### src/rtl/regfile_write_arbiter.sv
// ---------------------------------------------------------------------------
// regfile_write_arbiter
//
// Shares the single register-file write port of the multi-cycle core between
// N result sources (ALU, load data, link/writeback, ...). The sources are
// served in round-robin order. The winning address and data are registered
// onto the write port, and the winner gets a one-cycle ack.
//
// Optional build macro: ARB_LOCK_EN
//   Adds the per-requester lock input and the LOCKED state. A locked owner
//   keeps the port and can write on every cycle. When the macro is undefined,
//   the block is pure round-robin.
//
// Parameters
//   W  data width of one register write
//   A  register address width
//   N  number of requesters (N >= 2)
//
// Ports
//   clk       rising-edge clock
//   reset     synchronous, active-high reset
//   req       per-requester write request (level, held until acked)
//   wr_data   flat data bus; requester i drives [i*W +: W]
//   wr_addr   flat address bus; requester i drives [i*A +: A]
//   lock      per-requester hold-port request (ARB_LOCK_EN only)
//   ack       one-hot, one cycle, marks whose write is on the port
//   rf_write  register-file write enable
//   rf_addr   register-file write address (holds after the last grant)
//   rf_data   register-file write data (holds after the last grant)
//   busy      same as rf_write
// ---------------------------------------------------------------------------
module regfile_write_arbiter #(
  parameter int W = 32,
  parameter int A = 4,
  parameter int N = 3
) (
  input  logic           clk,
  input  logic           reset,
  input  logic [N-1:0]   req,
  input  logic [N*W-1:0] wr_data,
  input  logic [N*A-1:0] wr_addr,
`ifdef ARB_LOCK_EN
  input  logic [N-1:0]   lock,
`endif
  output logic [N-1:0]   ack,
  output logic           rf_write,
  output logic [A-1:0]   rf_addr,
  output logic [W-1:0]   rf_data,
  output logic           busy
);

  localparam int PW = (N > 1) ? $clog2(N) : 1;

  localparam logic [PW:0]   NUM  = (PW+1)'(N);
  localparam logic [PW-1:0] LAST = PW'(N-1);
  localparam logic [PW-1:0] PONE = PW'(1);

`ifdef ARB_LOCK_EN
  typedef enum logic [1:0] {S_IDLE, S_GRANT, S_LOCKED} state_t;
`else
  typedef enum logic [1:0] {S_IDLE, S_GRANT} state_t;
`endif

  // Registered state and outputs
  state_t        state_q;
  logic [PW-1:0] ptr_q;
  logic [N-1:0]  ack_q;
  logic          rf_write_q;
  logic [A-1:0]  rf_addr_q;
  logic [W-1:0]  rf_data_q;
`ifdef ARB_LOCK_EN
  logic [PW-1:0] owner_q;
`endif

  // Combinational selection
  logic [N-1:0]   ack_mask;
  logic [N-1:0]   eff;
  logic [2*N-1:0] eff2;
  logic [N-1:0]   eff_rot;
  logic           rr_found;
  logic [PW:0]    rr_off;
  logic [PW:0]    rr_sum;
  logic [PW-1:0]  rr_g;
  logic           win_found;
  logic [PW-1:0]  win_g;
  logic           win_lock;
  logic [N-1:0]   win_oh;
  logic [A-1:0]   sel_addr;
  logic [W-1:0]   sel_data;
  logic [PW-1:0]  ptr_d;

  // A request is consumed by its own ack. The requester updates req/data
  // during the ack cycle, so that cycle's req must not win a second time.
  // ack_q is always zero in IDLE, so the mask only matters after a grant.
  assign ack_mask = (state_q == S_IDLE) ? '0 : ack_q;
  assign eff      = req & ~ack_mask;

  // Rotate the request vector so that bit 0 is the ptr position. The
  // lowest set bit of the rotated vector is the round-robin winner's offset.
  assign eff2    = {eff, eff};
  assign eff_rot = N'(eff2 >> ptr_q);

  always_comb begin
    rr_found = 1'b0;
    rr_off   = '0;
    for (int k = N-1; k >= 0; k--) begin
      if (eff_rot[k]) begin
        rr_found = 1'b1;
        rr_off   = k[PW:0];
      end
    end
    rr_sum = {1'b0, ptr_q} + rr_off;
    rr_g   = (rr_sum >= NUM) ? PW'(rr_sum - NUM) : PW'(rr_sum);
  end

  // Final winner. A locked owner that still wants the port bypasses both
  // the round-robin scan and the ack mask. Any other case falls back to
  // round-robin. ptr_q already holds owner+1 from the owner's last grant.
  always_comb begin
    win_found = rr_found;
    win_g     = rr_g;
    win_lock  = 1'b0;
`ifdef ARB_LOCK_EN
    if (state_q == S_LOCKED && req[owner_q] && lock[owner_q]) begin
      win_found = 1'b1;
      win_g     = owner_q;
    end
    win_lock = win_found & lock[win_g];
`endif
  end

  // Winner's address and data, plus the one-hot ack
  always_comb begin
    sel_addr = '0;
    sel_data = '0;
    win_oh   = '0;
    for (int i = 0; i < N; i++) begin
      if (win_g == PW'(i)) begin
        sel_addr  = wr_addr[i*A +: A];
        sel_data  = wr_data[i*W +: W];
        win_oh[i] = win_found;
      end
    end
  end

  assign ptr_d = (win_g == LAST) ? '0 : win_g + PONE;

  // Single FSM. All port outputs are registered here.
  always_ff @(posedge clk) begin
    if (reset) begin
      state_q    <= S_IDLE;
      ptr_q      <= '0;
      ack_q      <= '0;
      rf_write_q <= 1'b0;
      rf_addr_q  <= '0;
      rf_data_q  <= '0;
`ifdef ARB_LOCK_EN
      owner_q    <= '0;
`endif
    end else if (win_found) begin
      ack_q      <= win_oh;
      rf_write_q <= 1'b1;
      rf_addr_q  <= sel_addr;
      rf_data_q  <= sel_data;
      ptr_q      <= ptr_d;
`ifdef ARB_LOCK_EN
      owner_q    <= win_g;
      state_q    <= win_lock ? S_LOCKED : S_GRANT;
`else
      state_q    <= win_lock ? S_IDLE : S_GRANT;
`endif
    end else begin
      // No winner: drop the strobe, but keep the last address and data.
      ack_q      <= '0;
      rf_write_q <= 1'b0;
      state_q    <= S_IDLE;
    end
  end

  assign ack      = ack_q;
  assign rf_write = rf_write_q;
  assign rf_addr  = rf_addr_q;
  assign rf_data  = rf_data_q;
  assign busy     = rf_write_q;

endmodule

### config.mk
export PLATFORM = sky130hd
export DESIGN_NAME = regfile_write_arbiter
export DESIGN_NICKNAME = d
export VERILOG_FILES = /design/src/rtl/regfile_write_arbiter.sv
export SDC_FILE = /design/constraint.sdc
export NUM_CORES = 1
export LEC_CHECK = 0
export ABC_AREA = 1
export BUFFER_PORTS_ARGS = -buffer_cell sky130_fd_sc_hd__buf_2
export CAP_MARGIN = 20
export CORE_MARGIN = 1.5
export CORE_UTILIZATION = 30
export DETAILED_ROUTE_END_ITERATION = 8
export PLACE_DENSITY_LB_ADDON = 0.2
export SYNTH_ARGS = -nofsm -noshare
export SYNTH_HDL_FRONTEND = slang
export SYNTH_SLANG_ARGS = --single-unit
export TNS_END_PERCENT = 10
### constraint.sdc
create_clock -name clk -period 4.28 [get_ports clk]
set_input_delay 0.856 -clock clk [delete_from_list [all_inputs] [get_ports clk]]
set_output_delay 0.856 -clock clk [all_outputs]
set_load 0.005 [all_outputs]
==> run_results.csv, run 1 <==
group,metric,value,unit
outcome,status,"completed",
final_layout,final_nets,690,
synthesis,synth_largest_type_area_fraction,0.317,
synthesis,seq_area_frac_synth,0.317,
synthesis,synth_flop_cell,"dfxtp_1",
clock_network,cts-root-to-sink-buffers,2,
setup_path,worst_ep_required_time,4460,ps
clock_network,clock_tree.htree_level_count,2,
floorplan,start_util,0.307,
clock_network,cts_resized,0,
clock_network,clock_pin_slew_on_the_worst_setup_and_hold_paths,90,ps
power_and_ir_drop,power_density_over_cell_area,901,nW/um2
sta,rsz0062_at_grt,"false",
sta,final-hold-violation-count,0,
grt,gr-usage-all-layers,0.172,
final_layout,layout.area.seq,841,um2
grt,grt_pass1_vias,2987,
drt,detail_route.first_pass.iterations,4,
floorplan,coreArea,8640,um2
sta,max_slew.worst_pin.slew,963,ps
job,timing.max_cap.violations,0,
synthesis,synth.top_cells.by_area,"dfxtp_1 (32%), nand2_1 (19%), nand3_1 (18%)",
power_and_ir_drop,max-vdd-ir-drop,0.000368,V
clock_network,cts_hold_buffers,0,
power_and_ir_drop,power_leakage,2.07,nW
synthesis,synth_enable_flop_cells,0,
place,numPortBuffers,153,
place,hpwl,5.99,mm
sta,final_min_period_over_clock_period,0.860,
final_layout,layout_common_cells,"buf_2 (153), nand2_1 (130), nand3_1 (93), nor2_1 (57), dfxtp_1 (42)",
sta,max_slew_margin,0.358,
sta,setup_viol_count_final,0,
final_layout,syn_to_final_growth,31.8,%
floorplan,fp-row-count,34,
drt,post_drt_wl_per_cell,12.1,um
synthesis,asyncSetResetFlopFracSynth,0,
clock_network,clock_net_sink_count,42,
synthesis,yosys_register_bits,42,
clock_network,cts-buffers-inserted,5,
drt,drcViolationCount,0,
drt,drtAntennaViolNets,0,
sta,slew_violations,0,
setup_path,timing.critical_path.from_type,"input port",
synthesis,avgSynthCellArea,6.06,um2
worst_hold_path,holdCritPathClass,"reg2reg",
setup_path,worst_setup_path_end_kind,"flip-flop",
place,last_weighted_congestion_value_of_the_routability_driven_placer,0.809,
drt,route.vias.total,3184,
grt,grt_remaining_overflow,0,
sta,hold_ws,453,ps
grt,grt_pass1_wl,13.5,mm
floorplan,dieWidth,97.1,um
clock_network,clockRootBuffer,"clkbuf_8",
synthesis,post_synth_inst_count,438,
setup_path,critical_path_peak_fanout,25,
setup_path,worst-endpoint-arrival,3870,ps
synthesis,mappedNetlistNets,554,
synthesis,synth_largest_area_cell,"dfxtp_1",
drt,drtIter0Drc,62,
sta,finClkSkew,3.83,ps
synthesis,synth.yosys.warnings,0,
synthesis,synth.distinct_cells,22,
grt,grt_max_degree,56,
grt,antenna_found_initial,0,
drt,detailed_route_wl,8.23,mm
floorplan,die-height,97.1,um
clock_network,worstSkewPairLatency,290,ps
sta,post-route-min-period,3680,ps
synthesis,synthesis.area,2650,um2
clock_network,tritoncts,"done",
floorplan,total_die_area,9420,um2
floorplan,num_io_pins,154,
clock_network,post_cts_buffers,0,
sta,max_clock_freq,0.272,GHz
final_layout,multiInputGateArea,1500,um2
final_layout,mostFrequentLayoutCell,"buf_2",
final_layout,drive_gt1_frac,0.303,
sta,tns,0,ps
drt,via_per_inst,4.66,
final_layout,n_fill_cell,951,
setup_path,timing_worst_setup_path_type,"in2reg",
final_layout,num_antenna_cells,0,
==> final timing paths <==
path                             startpoint           to  slack [ps]  depth (start not counted)
worst max-delay path                 req[0]   rf_data[5]         600                         21
worst min-delay path            rf_data[29]  rf_data[29]         450                          2
worst max register to register   state_q[0]   rf_data[5]         770                         21
worst min register to register  rf_data[29]  rf_data[29]         450                          2
==> metrics by stage <==
| stage | instance area, um2 | cells | util | worst slack, ps | power [W] |
|---|---|---|---|---|---|
| after floorplan | 2650 | 438 | - | 981 | 0.00253 |
| after global placement | 3400 | 675 | 0.394 | 475 | 0.00286 |
| after detailed placement | 3400 | 675 | 0.394 | 316 | 0.00289 |
| after CTS | 3500 | 683 | 0.405 | 624 | 0.00319 |
| after global routing | 3500 | 683 | 0.405 | 248 | 0.00356 |
| final | 3500 | 683 | 0.405 | 600 | 0.00315 |
==> where the power goes <==
| group | switching, W | internal [W] |
|---|---|---|
| combinational | 0.00149 | 0.000776 |
| sequential | 0.0000651 | 0.000544 |
| clock | 0.000143 | 0.000130 |
==> state kept, by name (all words and copies together) (netlist names) <==
signal,flops
rf_addr,4
state_q,1
ptr_q,2
ack,3
rf_data,32
==> critical path, cell delays in order <==
cell     delay, ps
buf_2           90
nand2_1        110
inv_1           60
nand2_1         60
o21ai_0        110
mux2i_1        210
nor2b_1        170
ha_1           150
inv_1           50
fa_1           510
inv_1           80
ha_1           210
inv_1          110
nand3_1        120
nand2_1        100
nand2_2        200
buf_4          300
nand3_1        110
nand2_1         70
nor2_1         130
nor2_1          50
==> layer usage <==
| metal | track usage | up-vias | share of wire |
|---|---|---|---|
| met4 | 0.0412 | 0 | 0.010 |
| met2 | 0.301 | 116 | 0.45 |
| met1 | 0.213 | 1381 | 0.46 |
| met5 | 0 | - | 0 |
| li1 | - | 1678 | - |
| met3 | 0.0388 | 9 | 0.079 |
==> final cells by class <==
class | instances | area share
Sequential cell | 42 | 0.240
Multi-Input combinational cell | 336 | 0.430
Inverter | 30 | 0.0322
Clock buffer | 6 | 0.0236
Timing Repair Buffer | 159 | 0.232
Clock inverter | 2 | 0.00358
Tap cell | 108 | 0.0386
==> cells by family after synthesis <==
family          count (synthesis)  synth area share
simple gates                  289             0.463
compound gates                 43            0.0820
mux                             1           0.00377
buf+inv                        60             0.118
flops                          42             0.317
fa+ha+maj                       3            0.0170
==> Yosys cell counts, types with 2 or more instances <==
cell type	instances
buf_6	9
o21ai_0	37
buf_2	10
nand4_1	2
clkbuf_1	9
o21ai_1	4
ha_1	2
nand3_1	93
buf_4	2
inv_1	27
nand2_2	2
nor2_1	57
dfxtp_1	42
o22ai_1	2
inv_2	2
nand2_1	131
nand3_2	2
Note: power is estimated with default switching activity, not from simulation.
==> inputs of run 2 (changes only) <==
ABC_AREA = 0   (was 1)
==> run_results.csv, run 2 <==
group,metric,value,unit
outcome,status,"completed",
place,place_inst,477,
power_and_ir_drop,power_density_over_cell_area,876,nW/um2
synthesis,synth_largest_type_area_fraction,0.386,
clock_network,cts-root-to-sink-buffers,2,
synthesis,netlist_top_cells_count,"dfxtp_1 (42), nor2_1 (32), a211oi_1 (30), a222oi_1 (27)",
power_and_ir_drop,comb_pwr_share,0.655,
power_and_ir_drop,max-vdd-ir-drop,0.000360,V
setup_path,worst-endpoint-arrival,4020,ps
clock_network,cts-buffers-inserted,5,
worst_hold_path,hold_start,"rf_data[9]",
synthesis,mappedNetlistNets,359,
setup_path,timing_worst_setup_path_type,"in2reg",
clock_network,post_cts_buffers,0,
setup_path,worst_setup_path_end_kind,"flip-flop",
final_layout,number_of_flip_flops_under_the_largest_register_name,32,
power_and_ir_drop,pwr-share-seq,0.229,
synthesis,synthMostInstantiatedCell,"dfxtp_1",
sta,slew_violations,0,
clock_network,worstSkewPairLatency,290,ps
worst_hold_path,holdCritPathClass,"reg2reg",
floorplan,fp-row-count,30,
sta,final-hold-violation-count,0,
sta,finClkSkew,4.58,ps
floorplan,coreArea,6910,um2
grt,grt_pass1_wl,10.2,mm
synthesis,post_synth_inst_count,243,
synthesis,avgSynthCellArea,8.96,um2
power_and_ir_drop,netSwitchingFraction,0.423,
final_layout,drive_gt1_frac,0.472,
final_layout,final_cell_count_no_fill,484,
grt,gr-usage-all-layers,0.168,
final_layout,layout_common_cells,"buf_2 (153), dfxtp_1 (42), nor2_1 (32), a211oi_1 (30), a222oi_1 (27)",
power_and_ir_drop,intPower,0.00158,W
worst_hold_path,hold_path_depth,2,
clock_network,clock_net_sink_count,42,
sta,tns,0,ps
synthesis,synth.top_cells.by_area,"dfxtp_1 (39%), a222oi_1 (12%), a211oi_1 (10%)",
place,last_weighted_congestion_value_of_the_routability_driven_placer,0.798,
drt,wl_met3,417,um
drt,drtAntennaViolNets,0,
grt,grt_remaining_overflow,0,
final_layout,fin_area,3120,um2
sta,final_min_period_over_clock_period,0.895,
grt,grt_pass1_vias,2279,
floorplan,dieWidth,88.2,um
clock_network,cts_resized,0,
drt,route.top_layer_used,"met4",
sta,post-route-min-period,3830,ps
clock_network,cts_hold_buffers,0,
grt,grt_max_degree,51,
synthesis,asyncSetResetFlopFracSynth,0,
drt,wl_met2,3.67,mm
sta,max_clock_freq,0.261,GHz
setup_path,r2r-start,"state_q[0]",
final_layout,syn_to_final_growth,43.4,%
setup_path,count_of_cells_along_the_worst_register_to_register_path,12,
floorplan,start_util,0.315,
final_layout,num_antenna_cells,0,
drt,via_per_inst,5.19,
floorplan,die-height,88.2,um
worst_hold_path,hold_path_end,"rf_data[9]",
drt,detail_route.wirelength.met1,2.72,mm
sta,max_slew.worst_pin.slew,818,ps
sta,max_slew_margin,0.449,
synthesis,synth_flop_cell,"dfxtp_1",
sta,rsz0062_at_grt,"false",
clock_network,clock_pin_slew_on_the_worst_setup_and_hold_paths,80,ps
power_and_ir_drop,pnr_total_power,0.00273,W
clock_network,clock_tree.htree_level_count,2,
sta,setup_viol_count_final,0,
place,dpl_cell_area,3010,um2
clock_network,clockRootBuffer,"clkbuf_8",
synthesis,synth.yosys.warnings,0,
setup_path,worstReg2RegEnd,"rf_data[5]",
power_and_ir_drop,power_leakage,1.51,nW
final_layout,final_nets,504,
floorplan,total_die_area,7780,um2
power_and_ir_drop,netSwitchingPower,0.00116,W
drt,drtIter0Drc,175,
clock_network,tritoncts,"done",
synthesis,seq_area_frac_synth,0.386,
drt,post_drt_wl_per_cell,14.2,um
drt,route.vias.total,2514,
place,numPortBuffers,153,
setup_path,setup.reg_to_reg.worst_slack,720,ps
setup_path,timing.critical_path.from_type,"input port",
drt,detail_route.first_pass.iterations,5,
setup_path,worst_ep_required_time,4470,ps
drt,drcViolationCount,0,
place,hpwl,5.22,mm
setup_path,critPathLaunch,"req[0]",
synthesis,synthesis.area,2180,um2
synthesis,synth_enable_flop_cells,0,
final_layout,mostFrequentLayoutCell,"buf_2",
job,timing.max_cap.violations,0,
floorplan,num_io_pins,154,
synthesis,synth.distinct_cells,39,
synthesis,yosys_register_bits,42,
setup_path,critical_path_peak_fanout,15,
power_and_ir_drop,power.clock.fraction,0.117,
grt,antenna_found_initial,0,
synthesis,synth_largest_area_cell,"dfxtp_1",
drt,detailed_route_wl,6.85,mm
[run 2: layout make-up]
cell class / count / area, um2
clock buffers: 6 / 82.6
clock inverters: 1 / 30.0
fillers: 724 / 3780
inverters: 7 / 26.3
multi-input cells: 172 / 1190
flip-flops and latches: 42 / 841
well taps: 96 / 120
repair buffers: 160 / 831
[run 2: layer usage]
layer / up-vias / GRT usage
li1: 1251 / -
met1: 1176 / 0.197
met2: 85 / 0.302
met3: 2 / 0.0420
met4: 0 / 0.0497
met5: - / 0
[run 2: logic make-up after synthesis]
group                    after synthesis  share of synthesized area
AND/OR/NAND/NOR                       68                      0.152
AO/OA/AOI/OAI                        101                      0.372
flip-flops                            42                      0.386
adder cells (fa/ha/maj)                3                     0.0207
buffers and inverters                 29                     0.0695
[run 2: worst max-delay path, stage by stage]
cell	delay, ps
buf_2	100
a21boi_1	390
a311oi_1	160
a21oi_1	160
ha_1	170
inv_1	50
fa_1	560
inv_1	60
ha_1	210
nand3b_4	200
o21ai_2	560
buf_12	220
a222oi_1	70
a211oi_1	250
[run 2: worst max path at each step]
stage | cells past startpoint | slack, ps | to
after global routing | 14 | 170 | rf_data[8]
final | 14 | 450 | rf_data[5]
after detailed placement | 14 | 170 | rf_data[8]
after global placement | 14 | 230 | rf_addr[1]
after floorplan | 14 | 600 | rf_data[10]
after CTS | 14 | 460 | rf_data[8]
[run 2: power by group through the flow]
stage	Clock, W	Sequential [W]	Combinational (W)
floorplan	0	0.000646	0.00130
global placement	0	0.000631	0.00177
detailed placement	0	0.000634	0.00180
CTS	0.000332	0.000626	0.00181
global route	0.000347	0.000645	0.00198
finish	0.000319	0.000626	0.00179
[run 2: metrics by stage]
step / hold slack, ps / utilization / setup slack (ps)
finish: 456 / 0.452 / 451
global route: 467 / 0.452 / 175
CTS: 456 / 0.452 / 463
detailed placement: 444 / 0.436 / 168
global placement: 437 / 0.436 / 227
floorplan: 448 / - / 595
